[src/rtl/score_display.sv]
// score_display: converts the 7-bit game score to two BCD digits with a
// sequential shift-add-3 converter, and scans a 4-digit active-low
// common-anode 7-segment display (lives, blank, tens, ones).
// Optional build macro: SCORE_LEADING_ZERO_BLANK_EN blanks the tens digit
// on the display whenever it is zero. The BCD outputs are identical in
// both builds.
module score_display #(
    parameter int REFRESH_DIV = 100000
) (
    input  logic       clk,
    input  logic       rst,
    input  logic [6:0] score,
    input  logic [1:0] lives,
    output logic [3:0] tens_bcd,
    output logic [3:0] ones_bcd,
    output logic       busy,
    output logic       conv_done,
    output logic [3:0] an,
    output logic [6:0] seg
);

    localparam int CW = (REFRESH_DIV > 2) ? $clog2(REFRESH_DIV) : 1;
    localparam logic [CW-1:0] REFRESH_TERM = CW'(REFRESH_DIV - 1);
    localparam logic [3:0] BLANK_CODE = 4'hF;

    typedef enum logic [1:0] {
        ST_IDLE  = 2'd0,
        ST_SHIFT = 2'd1,
        ST_DONE  = 2'd2
    } state_t;

    state_t      state_r;
    logic [6:0]  last_score_r;
    logic [6:0]  latched_r;
    logic [6:0]  shift_r;
    logic [7:0]  bcd_r;
    logic [2:0]  iter_r;
    logic [3:0]  tens_r;
    logic [3:0]  ones_r;
    logic        busy_r;
    logic        conv_done_r;
    logic [CW-1:0] refresh_cnt_r;
    logic [1:0]  digit_sel_r;
    logic [3:0]  an_r;
    logic [6:0]  seg_r;

    logic [6:0]  sat_score_s;
    logic [7:0]  bcd_adj_s;
    logic [3:0]  digit_code_s;

    // Double-dabble correction: a nibble of 5 or more becomes >=8 after +3,
    // so the following shift carries it into the next decade.
    function automatic logic [3:0] add3(input logic [3:0] nib);
        logic [3:0] res;
        if (nib >= 4'd5) begin
            res = nib + 4'd3;
        end else begin
            res = nib;
        end
        return res;
    endfunction

    // Active-low segment pattern {g,f,e,d,c,b,a}; any non-decimal code is blank.
    function automatic logic [6:0] glyph(input logic [3:0] code);
        logic [6:0] pat;
        case (code)
            4'd0:    pat = 7'b1000000;
            4'd1:    pat = 7'b1111001;
            4'd2:    pat = 7'b0100100;
            4'd3:    pat = 7'b0110000;
            4'd4:    pat = 7'b0011001;
            4'd5:    pat = 7'b0010010;
            4'd6:    pat = 7'b0000010;
            4'd7:    pat = 7'b1111000;
            4'd8:    pat = 7'b0000000;
            4'd9:    pat = 7'b0010000;
            default: pat = 7'b1111111;
        endcase
        return pat;
    endfunction

    // Saturate the score at 99 and precompute the corrected accumulator.
    always_comb begin
        sat_score_s = score;
        if (score > 7'd99) begin
            sat_score_s = 7'd99;
        end else begin
            sat_score_s = score;
        end
        bcd_adj_s = {add3(bcd_r[7:4]), add3(bcd_r[3:0])};
    end

    // Select the BCD code shown on the digit currently being scanned.
    always_comb begin
        digit_code_s = BLANK_CODE;
        case (digit_sel_r)
            2'd0: digit_code_s = ones_r;
`ifdef SCORE_LEADING_ZERO_BLANK_EN
            2'd1: begin
                if (tens_r == 4'd0) begin
                    digit_code_s = BLANK_CODE;
                end else begin
                    digit_code_s = tens_r;
                end
            end
`else
            2'd1: digit_code_s = tens_r;
`endif
            2'd2: digit_code_s = BLANK_CODE;
            2'd3: digit_code_s = {2'b00, lives};
            default: digit_code_s = BLANK_CODE;
        endcase
    end

    // Conversion FSM: watch for a new score, shift 7 times, publish the result.
    always_ff @(posedge clk or posedge rst) begin
        if (rst) begin
            state_r      <= ST_IDLE;
            last_score_r <= 7'd0;
            latched_r    <= 7'd0;
            shift_r      <= 7'd0;
            bcd_r        <= 8'd0;
            iter_r       <= 3'd0;
            tens_r       <= 4'd0;
            ones_r       <= 4'd0;
            busy_r       <= 1'b0;
            conv_done_r  <= 1'b0;
        end else begin
            case (state_r)
                ST_IDLE: begin
                    conv_done_r <= 1'b0;
                    if (sat_score_s != last_score_r) begin
                        latched_r <= sat_score_s;
                        shift_r   <= sat_score_s;
                        bcd_r     <= 8'd0;
                        iter_r    <= 3'd7;
                        busy_r    <= 1'b1;
                        state_r   <= ST_SHIFT;
                    end
                end
                ST_SHIFT: begin
                    bcd_r   <= {bcd_adj_s[6:0], shift_r[6]};
                    shift_r <= {shift_r[5:0], 1'b0};
                    iter_r  <= iter_r - 3'd1;
                    if (iter_r == 3'd1) begin
                        state_r <= ST_DONE;
                    end
                end
                ST_DONE: begin
                    tens_r       <= bcd_r[7:4];
                    ones_r       <= bcd_r[3:0];
                    last_score_r <= latched_r;
                    conv_done_r  <= 1'b1;
                    busy_r       <= 1'b0;
                    state_r      <= ST_IDLE;
                end
                default: begin
                    busy_r      <= 1'b0;
                    conv_done_r <= 1'b0;
                    state_r     <= ST_IDLE;
                end
            endcase
        end
    end

    // Scan timer: hold each digit REFRESH_DIV cycles, then advance digit_sel.
    always_ff @(posedge clk or posedge rst) begin
        if (rst) begin
            refresh_cnt_r <= '0;
            digit_sel_r   <= 2'd0;
        end else if (refresh_cnt_r == REFRESH_TERM) begin
            refresh_cnt_r <= '0;
            digit_sel_r   <= digit_sel_r + 2'd1;
        end else begin
            refresh_cnt_r <= refresh_cnt_r + CW'(1);
        end
    end

    // Register anode and segment drive one cycle behind digit_sel.
    always_ff @(posedge clk or posedge rst) begin
        if (rst) begin
            an_r  <= 4'b1111;
            seg_r <= 7'b1111111;
        end else begin
            an_r  <= ~(4'b0001 << digit_sel_r);
            seg_r <= glyph(digit_code_s);
        end
    end

    assign tens_bcd  = tens_r;
    assign ones_bcd  = ones_r;
    assign busy      = busy_r;
    assign conv_done = conv_done_r;
    assign an        = an_r;
    assign seg       = seg_r;

endmodule

[config.mk]
export PLATFORM = sky130hd
export DESIGN_NAME = score_display
export DESIGN_NICKNAME = d
export VERILOG_FILES = /design/src/rtl/score_display.sv
export SDC_FILE = /design/constraint.sdc
export NUM_CORES = 1
export LEC_CHECK = 0
export CORE_MARGIN = 2
export CORE_UTILIZATION = 60
export DETAILED_ROUTE_END_ITERATION = 7
export PLACE_DENSITY = 0.83
export SLEW_MARGIN = 0
export SYNTH_ARGS = -nofsm -noshare
export SYNTH_HDL_FRONTEND = slang
export SYNTH_SLANG_ARGS = --single-unit
[constraint.sdc]
create_clock -name clk -period 5 [get_ports clk]
set_input_delay 1 -clock clk [delete_from_list [all_inputs] [get_ports clk]]
set_output_delay 1 -clock clk [all_outputs]
set_load 0.01 [all_outputs]
==> metrics.txt <==
outcome finished clean; cts hold-fix bufs 0; cell at the root of the clock tree clkbuf_8; ant diodes 0; share of layout cells above drive strength 1 0.158; slowest stage delay, CP 0.58 ns; r2r setup slk 2.72 ns; Final Power 2.20 mW; Yosys top cell area share 0.436; HP Start latched_r[4]; Fin Setup TNS 0 ns; Worst Hold Class reg -> reg; Final min period 3.05 ns; top post-synthesis cells by area dfrtp_1 (44%), dfstp_2 (8.0%), mux2_2 (5.9%); ys async rst share 1.00; DRT Wirelength 6500 µm; antenna-violating nets left 0; Max Root-Sink Buffers 2; Post-CTS Resized 0; CTS buffer count 9; Die Y 81.7 µm; initial core utilization 0.615; f_max 327 MHz; GR Overflow Total 0; GRT Util Overall 0.226; Slew HR 0.285; sequence of cells on the critical path clkdlybuf4s50_1 > o311a_4 > nor3_1 > o22ai_2 > o211ai_2 > mux2_2; worst path required time 5.23 ns; DP Worst Slack 1.60 ns; Data arrival, critical path 3.28 ns; Post-synth EDFFs 0; worst hold endpoint latched_r[4]; Syn-to-layout area delta 15.4%; Iter 0 DRT Violations 155; gpl congestion 0.791; H-tree levels 3; Final setup viols 0; Max Cap Violations 0; final hold violations 0; Post-Synthesis Cells 319; final period utilization 0.611; Setup Skew 0.00751 ns; Residual DRC 0; largest area contributor in the netlist dfrtp_1; Static Leak 1.89 nW; VDD IR max 0.260 mV; largest net degree at the start of global routing 52; initial antenna violation count 0; vias 2483; worst slew pin tran 1.07 ns; R2R cell count 9; RR Startpoint digit_sel_r[1]; die area 6670 µm²; post-DP HPWL 4690 µm; WHS Path Cells 1; Setup crit start kind primary input; Yosys warnings 0; CP endpoint kind register; Mapped Area 3620 µm²; syn nets 347; Setup CP Type in -> reg; port bufs 31; Core ar. 5890 µm²; TritonRoute pass-1 iters 5; nets 384; reg2reg end seg[3]; IO Pins 32; vias in the first global route 2466; pwr dens 527 nW/µm²; synthesized area per cell 11.3 µm²; final worst setup slack 1.95 ns; sequential element share of the synthesized area 0.516; post-CTS setup buffer count 0; post-synth cell types 50; placed instance area 3990 µm²; first-pass GRT wire length 11400 µm; Pins Over Slew Limit 0; Main synth FF type dfrtp_1; RSZ-0062 raised after global routing no; Horiz. Die Dim 81.7 µm; CTS Sinks 74; CTS tree yes; Via density 5.69; Cell Rows 28; Worst path slowest cell o211ai_2; Max FO, Critical Path 12; synthesized flop and latch total 74; Design Area, Final 4170 µm²; FILL cells 447; wire length per cell 14.9 µm; CTS clk-pin slew, worst paths 0.07 ns; clk_lat worst skew 0.34 ns
-- cell families after synthesis --
group           share of synthesized area
simple gates                        0.116
fa+ha+maj                          0.0588
flops                               0.516
compound gates                      0.140
xor+xnor                           0.0533
mux                                0.0757
buf+inv                            0.0401
-- cell usage after synthesis, types with 9 or more instances --
| library cell | number |
|---|---|
| dfrtp_1 | 63 |
| xor2_1 | 9 |
| xnor2_1 | 13 |
| o21ai_0 | 12 |
| nor2_1 | 22 |
| mux2_2 | 19 |
| ha_1 | 17 |
| a21oi_1 | 11 |
| inv_1 | 27 |
| dfstp_2 | 11 |
| nand2_1 | 21 |
-- power by group --
group          internal, mW  total, mW  leakage (nW)  switching [mW]
Sequential            0.808      0.949         0.916           0.141
Combinational         0.419      0.833         0.884           0.414
Clock                 0.222      0.419        0.0910           0.197
Total                  1.45       2.20          1.89           0.752
-- metal layers --
layer	up-vias	track usage	share of wire	wire length, µm
met5	-	0	0	0
met4	0	0.112	0.021	136
met3	13	0.0451	0.025	161
met2	39	0.370	0.48	3140
met1	1228	0.288	0.47	3060
li1	1203	-	-	-
-- layout by cell type (no fill, tap or decap), types with 5 or more instances in the layout --
cell	instances
dfrtp_1	63
clkdlybuf4s50_1	31
inv_1	26
nor2_1	22
nand2_1	21
mux2_2	19
ha_1	17
xnor2_1	13
o21ai_0	12
clkbuf_8	12
a21oi_1	11
dfstp_2	11
xor2_1	9
nand3_1	8
nand4_1	8
o21a_1	6
mux2i_1	6
a221o_1	5
a21o_1	5
-- registers in the layout (all words and copies together), names as in the netlist, 7 cells and up --
name	cells
bcd_r	8
last_score_r	7
latched_r	7
refresh_cnt_r	17
seg	7
shift_r	7
-- per-stage QoR --
step,hold WS [ns],util,instances
finish,0.473,0.709,436
floorplan,0.444,-,319
CTS,0.475,0.709,436
detailed placement,0.460,0.679,420
global route,0.491,0.709,436
global placement,0.463,0.679,420
-- critical path, delay by kind of cell --
kind / cells / cell delay (ns)
simple gates: 1 / 0.25
compound gates: 3 / 1.15
mux: 1 / 0.40
buf+inv: 1 / 0.47
-- how the worst max path moves through the flow --
stage          cells after the start     start            to
5_1_grt                            6  score[3]     iter_r[0]
3_3_place_gp                       6  score[3]  latched_r[6]
3_5_place_dp                       6  score[3]  latched_r[5]
4_1_cts                            6  score[3]  latched_r[6]
2_1_floorplan                      1       rst      bcd_r[0]
6_report                           6  score[3]  latched_r[6]
-- final cells by class --
| cell class | count | area (µm²) | share of cell area |
|---|---|---|---|
| flip-flops and latches | 74 | 1870 | 0.447 |
| multi-input cells | 211 | 1610 | 0.385 |
| repair buffers | 33 | 325 | 0.0779 |
| clock buffers | 16 | 180 | 0.0432 |
| inverters | 27 | 101 | 0.0243 |
| well taps | 75 | 93.8 | 0.0225 |
Note: power is estimated with default switching activity, not from simulation.
==> RTL edit 1 (same settings) <==
The output `an` loses its register stage (`an_r` becomes a continuous assignment).
--- a/src/rtl/score_display.sv
+++ b/src/rtl/score_display.sv
@@ -180,11 +180,11 @@
     always_ff @(posedge clk or posedge rst) begin
         if (rst) begin
-            an_r  <= 4'b1111;
             seg_r <= 7'b1111111;
         end else begin
-            an_r  <= ~(4'b0001 << digit_sel_r);
             seg_r <= glyph(digit_code_s);
         end
     end
+
+    assign an_r = ~(4'b0001 << digit_sel_r);
 
     assign tens_bcd  = tens_r;
Function: changed (a bounded check fails within 4 cycles, from zero or initial values and one cycle with rst high).
==> RTL edit 1 against the original RTL <==
  * Register-to-register slack worse by 290 ps
  * Sequential cell count is 4 lower
  * Setup slack worse by 280 ps
  * Area after synthesis is 4.7% lower
  * Wire length is 2.2% higher
  * Cell area is 3.3% lower
  * Total power is 1.4% lower
  * First-iteration DRC count is 25% lower
  * Critical endpoint is now busy$_DFFE_PP0P_
==> RTL edit 1: results (changes against the original RTL) <==
Parameter                              Value

Run status
  Status    complete, no violations (unchanged)

Placed design
  Global placer's final weighted congestion    0.8508 (was 0.7909)
  Post-DP HPWL    4570 µm (was 4690 µm)
  Minimum setup slack after placement    1317 ps (was 1603 ps)

GRT
  Global-route met3 utilization    5.317% (was 4.505%)
  Largest net degree at the start of global routing    38 (was 52)

Power and ir drop
  Share of total power in sequential cells    42.8% (was 43.1%)
  Lkg Pwr    1.835 nW (was 1.891 nW)
  Sequential logic power    0.928 mW (was 0.949 mW)
  Switch Pwr    0.7268 mW (was 0.7521 mW)

Drt
  Average vias per placed instance    5.752 (was 5.695)
  Number of vias in the routed layout    2479 (was 2483)
  Met1 layer wirelength in the final routing    3071 µm (was 3062 µm)
  Post-detailed-routing wire length    6643 µm (was 6502 µm)
  Met2 Wirelength    3117 µm (was 3142 µm)

Yosys
  Share of the yosys chip area belonging to registers    51.03% (was 51.56%)
  Cell types with the largest area share after synthesis    sky130_fd_sc_hd__dfrtp_1 46%, sky130_fd_sc_hd__ha_1 6.2%, sky130_fd_sc_hd__dfstp_2 5.3% (was sky130_fd_sc_hd__dfrtp_1 44%, sky130_fd_sc_hd__dfstp_2 8.0%, sky130_fd_sc_hd__mux2_2 5.9%)
  Most frequent cells after synthesis    63 x sky130_fd_sc_hd__dfrtp_1, 28 x sky130_fd_sc_hd__nand2_1, 21 x sky130_fd_sc_hd__nor2_1, 20 x sky130_fd_sc_hd__inv_1, 20 x sky130_fd_sc_hd__o21ai_0 (was 63 x sky130_fd_sc_hd__dfrtp_1, 27 x sky130_fd_sc_hd__inv_1, 22 x sky130_fd_sc_hd__nor2_1, 21 x sky130_fd_sc_hd__nand2_1, 19 x sky130_fd_sc_hd__mux2_2)
  Multiplexer share of the synthesized area    7.544% (was 7.573%)
  Adder-Cell Fraction of Synth Area    6.166% (was 5.878%)
  Mean instance size in the synthesized netlist    10.81 µm² (was 11.34 µm²)
  Synth Area in Compound Gates    14.07% (was 14.04%)

Setup path
  Dominant delay contributor by cell family on the critical path    simple AND/OR/NAND/NOR gates (was compound AO/OA/AOI/OAI gates)
  Flop-to-flop setup slack    2430 ps (was 2720 ps)
  Critical path startpoint    score[5] (was score[3])
  R2R depth    6 (was 9)
  Worst R2R End    busy$_DFFE_PP0P_ (was seg[3]$_DFF_PP1_)

Layout
  Total number of nets in the final design    382 (was 384)
  Share of post-route cells with drive strength above 1    13.09% (was 15.79%)
  Filler Cell Count    403 (was 447)

Hold path
  WHS Endpoint    latched_r[5]$_DFFE_PP0P_ (was latched_r[4]$_DFFE_PP0P_)

STA
  Post-route worst hold slack    491.4 ps (was 472.6 ps)
  Pin slew with the least headroom to its limit    992.4 ps (was 1069 ps)
  Maximum clock frequency    299.8 MHz (was 327.4 MHz)
[RTL edit 1: cell types whose count changed after synthesis, moves of 4 or more]
cell and change:
sky130_fd_sc_hd__o21ai_0 +8, sky130_fd_sc_hd__inv_1 -7, sky130_fd_sc_hd__nand2_1 +7, sky130_fd_sc_hd__a22o_1 +6, sky130_fd_sc_hd__nand4_1 -6, sky130_fd_sc_hd__o2bb2ai_1 +5, sky130_fd_sc_hd__a21oi_1 +4, sky130_fd_sc_hd__a31o_2 +4
sky130_fd_sc_hd__dfstp_2 -4, sky130_fd_sc_hd__o21a_1 -4
[RTL edit 1: final cells by class]
type	instances	area, µm²	share of cell area (%)
Timing Repair Buffer	33	325.3	8.062
Sequential cell	70	1760	43.63
Multi-Input combinational cell	220	1564	38.76
Clock inverter	2	37.54	0.9302
Inverter	20	75.07	1.860
Clock buffer	14	182.7	4.527
Tap cell	72	90.09	2.233
==> RTL edit 2 (config.mk and constraints unchanged) <==
Without the edit above. Add a define of `SCORE_LEADING_ZERO_BLANK_EN`.
--- a/src/rtl/score_display.sv
+++ b/src/rtl/score_display.sv
@@ -5,4 +5,6 @@
 // on the display whenever it is zero. The BCD outputs are identical in
 // both builds.
+`define SCORE_LEADING_ZERO_BLANK_EN
+
 module score_display #(
     parameter int REFRESH_DIV = 100000
Function: no difference found for any inputs over 10 cycles, from zero or initial values and one cycle with rst high; that may be too few to reach the edited logic, so the function may still have changed.
==> RTL edit 2 against the original RTL <==
  * Count of clock-buffer cells in the layout shrank 5
  * Clock skew grew 0.66 ps
  * Setup slack lost 140 ps
  * Total power shrank 3.6%
  * Sequential cell count is the same
  * Maximum frequency shrank 4.4%
  * Area after synthesis shrank 0.66%
  * Wire length grew 2.6%
  * Synthesized cell count grew 4.7%
  * Clock power grew 7.2%
  * Global-route usage shrank 0.31 points
  * Combinational power shrank 11%
  * Non-clock buffer count is the same
  * Cell area shrank 0.36%
==> RTL edit 2: results (changes against the original RTL) <==
Parameter                              Value

Layout
  Area used by sequential logic in the layout    1866 µm² (unchanged)
  Share of post-route cells with drive strength above 1    15.20% (was 15.79%)
  Filler Cell Count    400 (was 447)
  Total number of nets in the final design    398 (was 384)

STA
  Pin slew with the least headroom to its limit    1078 ps (was 1069 ps)
  Worst clock skew    8.171 ps (was 7.510 ps)

Power and ir drop
  Lkg Pwr    1.841 nW (was 1.891 nW)
  IR Drop Worst-Case VDD    0.0002920 V (was 0.0002600 V)

Placed design
  Minimum setup slack after placement    1491 ps (was 1603 ps)
  Post-DP HPWL    4529 µm (was 4690 µm)
  Global placer's final weighted congestion    0.8593 (was 0.7909)
  Placed standard-cell area    3973 µm² (was 3994 µm²)
  Count of buffers from port buffering    31 (unchanged)

GRT
  First-pass GRT wire length    11120 µm (was 11360 µm)
  Global-route met3 utilization    4.000% (was 4.505%)
  Met1 capacity usage during global routing    27.46% (was 28.80%)
  Largest net degree at the start of global routing    56 (was 52)
  Total global-route track usage    22.30% (was 22.61%)
  Met2 global-route usage    36.72% (was 36.97%)

Drt
  Routed wirelength normalized by instance count    14.82 µm (was 14.91 µm)
  Detailed router's first-iteration violation count    88 (was 155)
  Number of vias in the routed layout    2542 (was 2483)
  First-pass iteration count of the detailed router    4 (was 5)

Clock tree
  Number of setup buffers added after CTS    0 (unchanged)
  Hold buffer count at cts    0 (unchanged)
  Later-pin clock latency in the skew report    350 ps
  Number of H-tree levels    3 (unchanged)
  Number of instances resized during post-cts repair    0 (unchanged)

Yosys
  Warning count from the yosys run    0 (unchanged)
  Share of the yosys chip area belonging to registers    51.90% (was 51.56%)
  Most frequent cells after synthesis    63 x sky130_fd_sc_hd__dfrtp_1, 33 x sky130_fd_sc_hd__inv_1, 29 x sky130_fd_sc_hd__nor2_1, 27 x sky130_fd_sc_hd__nand2_1, 20 x sky130_fd_sc_hd__mux2_2 (was 63 x sky130_fd_sc_hd__dfrtp_1, 27 x sky130_fd_sc_hd__inv_1, 22 x sky130_fd_sc_hd__nor2_1, 21 x sky130_fd_sc_hd__nand2_1, 19 x sky130_fd_sc_hd__mux2_2)
  Multiplexer share of the synthesized area    7.936% (was 7.573%)
  Largest family of logic cells by synthesized area    simple AND/OR/NAND/NOR gates (was compound AO/OA/AOI/OAI gates)
  Synth Net Count    362 (was 347)
  Parity-gate share of the synthesized area counting xor and xnor cells    5.117% (was 5.325%)
  Synth Area in Compound Gates    10.86% (was 14.04%)
  Cell types with the largest area share after synthesis    sky130_fd_sc_hd__dfrtp_1 44%, sky130_fd_sc_hd__dfstp_2 8.0%, sky130_fd_sc_hd__mux2_2 6.3% (was sky130_fd_sc_hd__dfrtp_1 44%, sky130_fd_sc_hd__dfstp_2 8.0%, sky130_fd_sc_hd__mux2_2 5.9%)
  Adder-Cell Fraction of Synth Area    5.917% (was 5.878%)
  Number of distinct library cells after synthesis    44 (was 50)

Setup path
  Data arrival time of the critical path    3430 ps (was 3280 ps)

Run status
  Status    complete, no violations (unchanged)
RTL edit 2: changes by cell type in the layout (fill, tap and decap cells not counted), moves of 5 or more:
cell                       change
sky130_fd_sc_hd__inv_1         +6
sky130_fd_sc_hd__o221ai_1      +6
sky130_fd_sc_hd__nand2_1       +6
sky130_fd_sc_hd__o22ai_1       +5
sky130_fd_sc_hd__o21a_1        -5
sky130_fd_sc_hd__nor3_1        +5
sky130_fd_sc_hd__nor2_1        +7
sky130_fd_sc_hd__o21ai_0       -5
sky130_fd_sc_hd__a221o_1       -5
RTL edit 2: layout make-up:
type | count | area share [%]
repair buffers | 33 | 7.822
well taps | 75 | 2.256
flip-flops and latches | 74 | 44.86
clock buffers | 11 | 3.159
clock inverters | 5 | 1.324
inverters | 33 | 2.978
multi-input cells | 219 | 37.61
RTL edit 2: cell families (layout without fill, tap and decap cells):
kind of cell | count (synthesis) | count (layout)
simple gates | 101 | 101
flops | 74 | 74
compound gates | 54 | 54
buf+inv | 41 | 82
mux | 26 | 26
xor+xnor | 21 | 21
fa+ha+maj | 17 | 17
RTL edit 2: power breakdown:
group | switching, mW | internal (mW) | leakage, nW
sequential | 0.133 | 0.796 | 0.896
clock | 0.220 | 0.229 | 0.0893
combinational | 0.384 | 0.359 | 0.856
RTL edit 2: path summary, 6_finish.rpt:
path | startpoint | to | slack, ps | cells after the start
setup / recovery | score[5] | latched_r[5]$_DFFE_PP0P_ | 1800 | 6
hold / removal | shift_r[2]$_DFFE_PP0P_ | shift_r[3]$_DFFE_PP0P_ | 490 | 2
setup reg to reg | tens_bcd[3]$_DFFE_PP0P_ | seg[0]$_DFF_PP1_ | 2580 | 7
hold reg to reg | shift_r[2]$_DFFE_PP0P_ | shift_r[3]$_DFFE_PP0P_ | 490 | 2
max in group asynchronous | rst | refresh_cnt_r[3]$_DFF_PP0_ | 2900 | 3
min in group asynchronous | rst | refresh_cnt_r[9]$_DFF_PP0_ | 1230 | 2
RTL edit 2: stage by stage:
stage | hold WS, ps | instances
floorplan | 455.2 | 334
global placement | 463.9 | 434
detailed placement | 470.0 | 434
CTS | 488.6 | 450
global route | 510.4 | 450
finish | 488.1 | 450
RTL edit 2: critical path, cell delays in order:
cell	delay, ps
sky130_fd_sc_hd__clkdlybuf4s50_1	580
sky130_fd_sc_hd__a21boi_0	370
sky130_fd_sc_hd__xnor2_1	170
sky130_fd_sc_hd__o211ai_2	130
sky130_fd_sc_hd__o31ai_2	760
sky130_fd_sc_hd__mux2_2	410
RTL edit 2: layer usage:
layer / up-vias / routed length, µm / share of wire [%]
met5: - / 0 / 0
met4: 0 / 161 / 2.4
met3: 13 / 222 / 3.3
met2: 54 / 3233 / 48
met1: 1256 / 3052 / 46
li1: 1219 / - / -
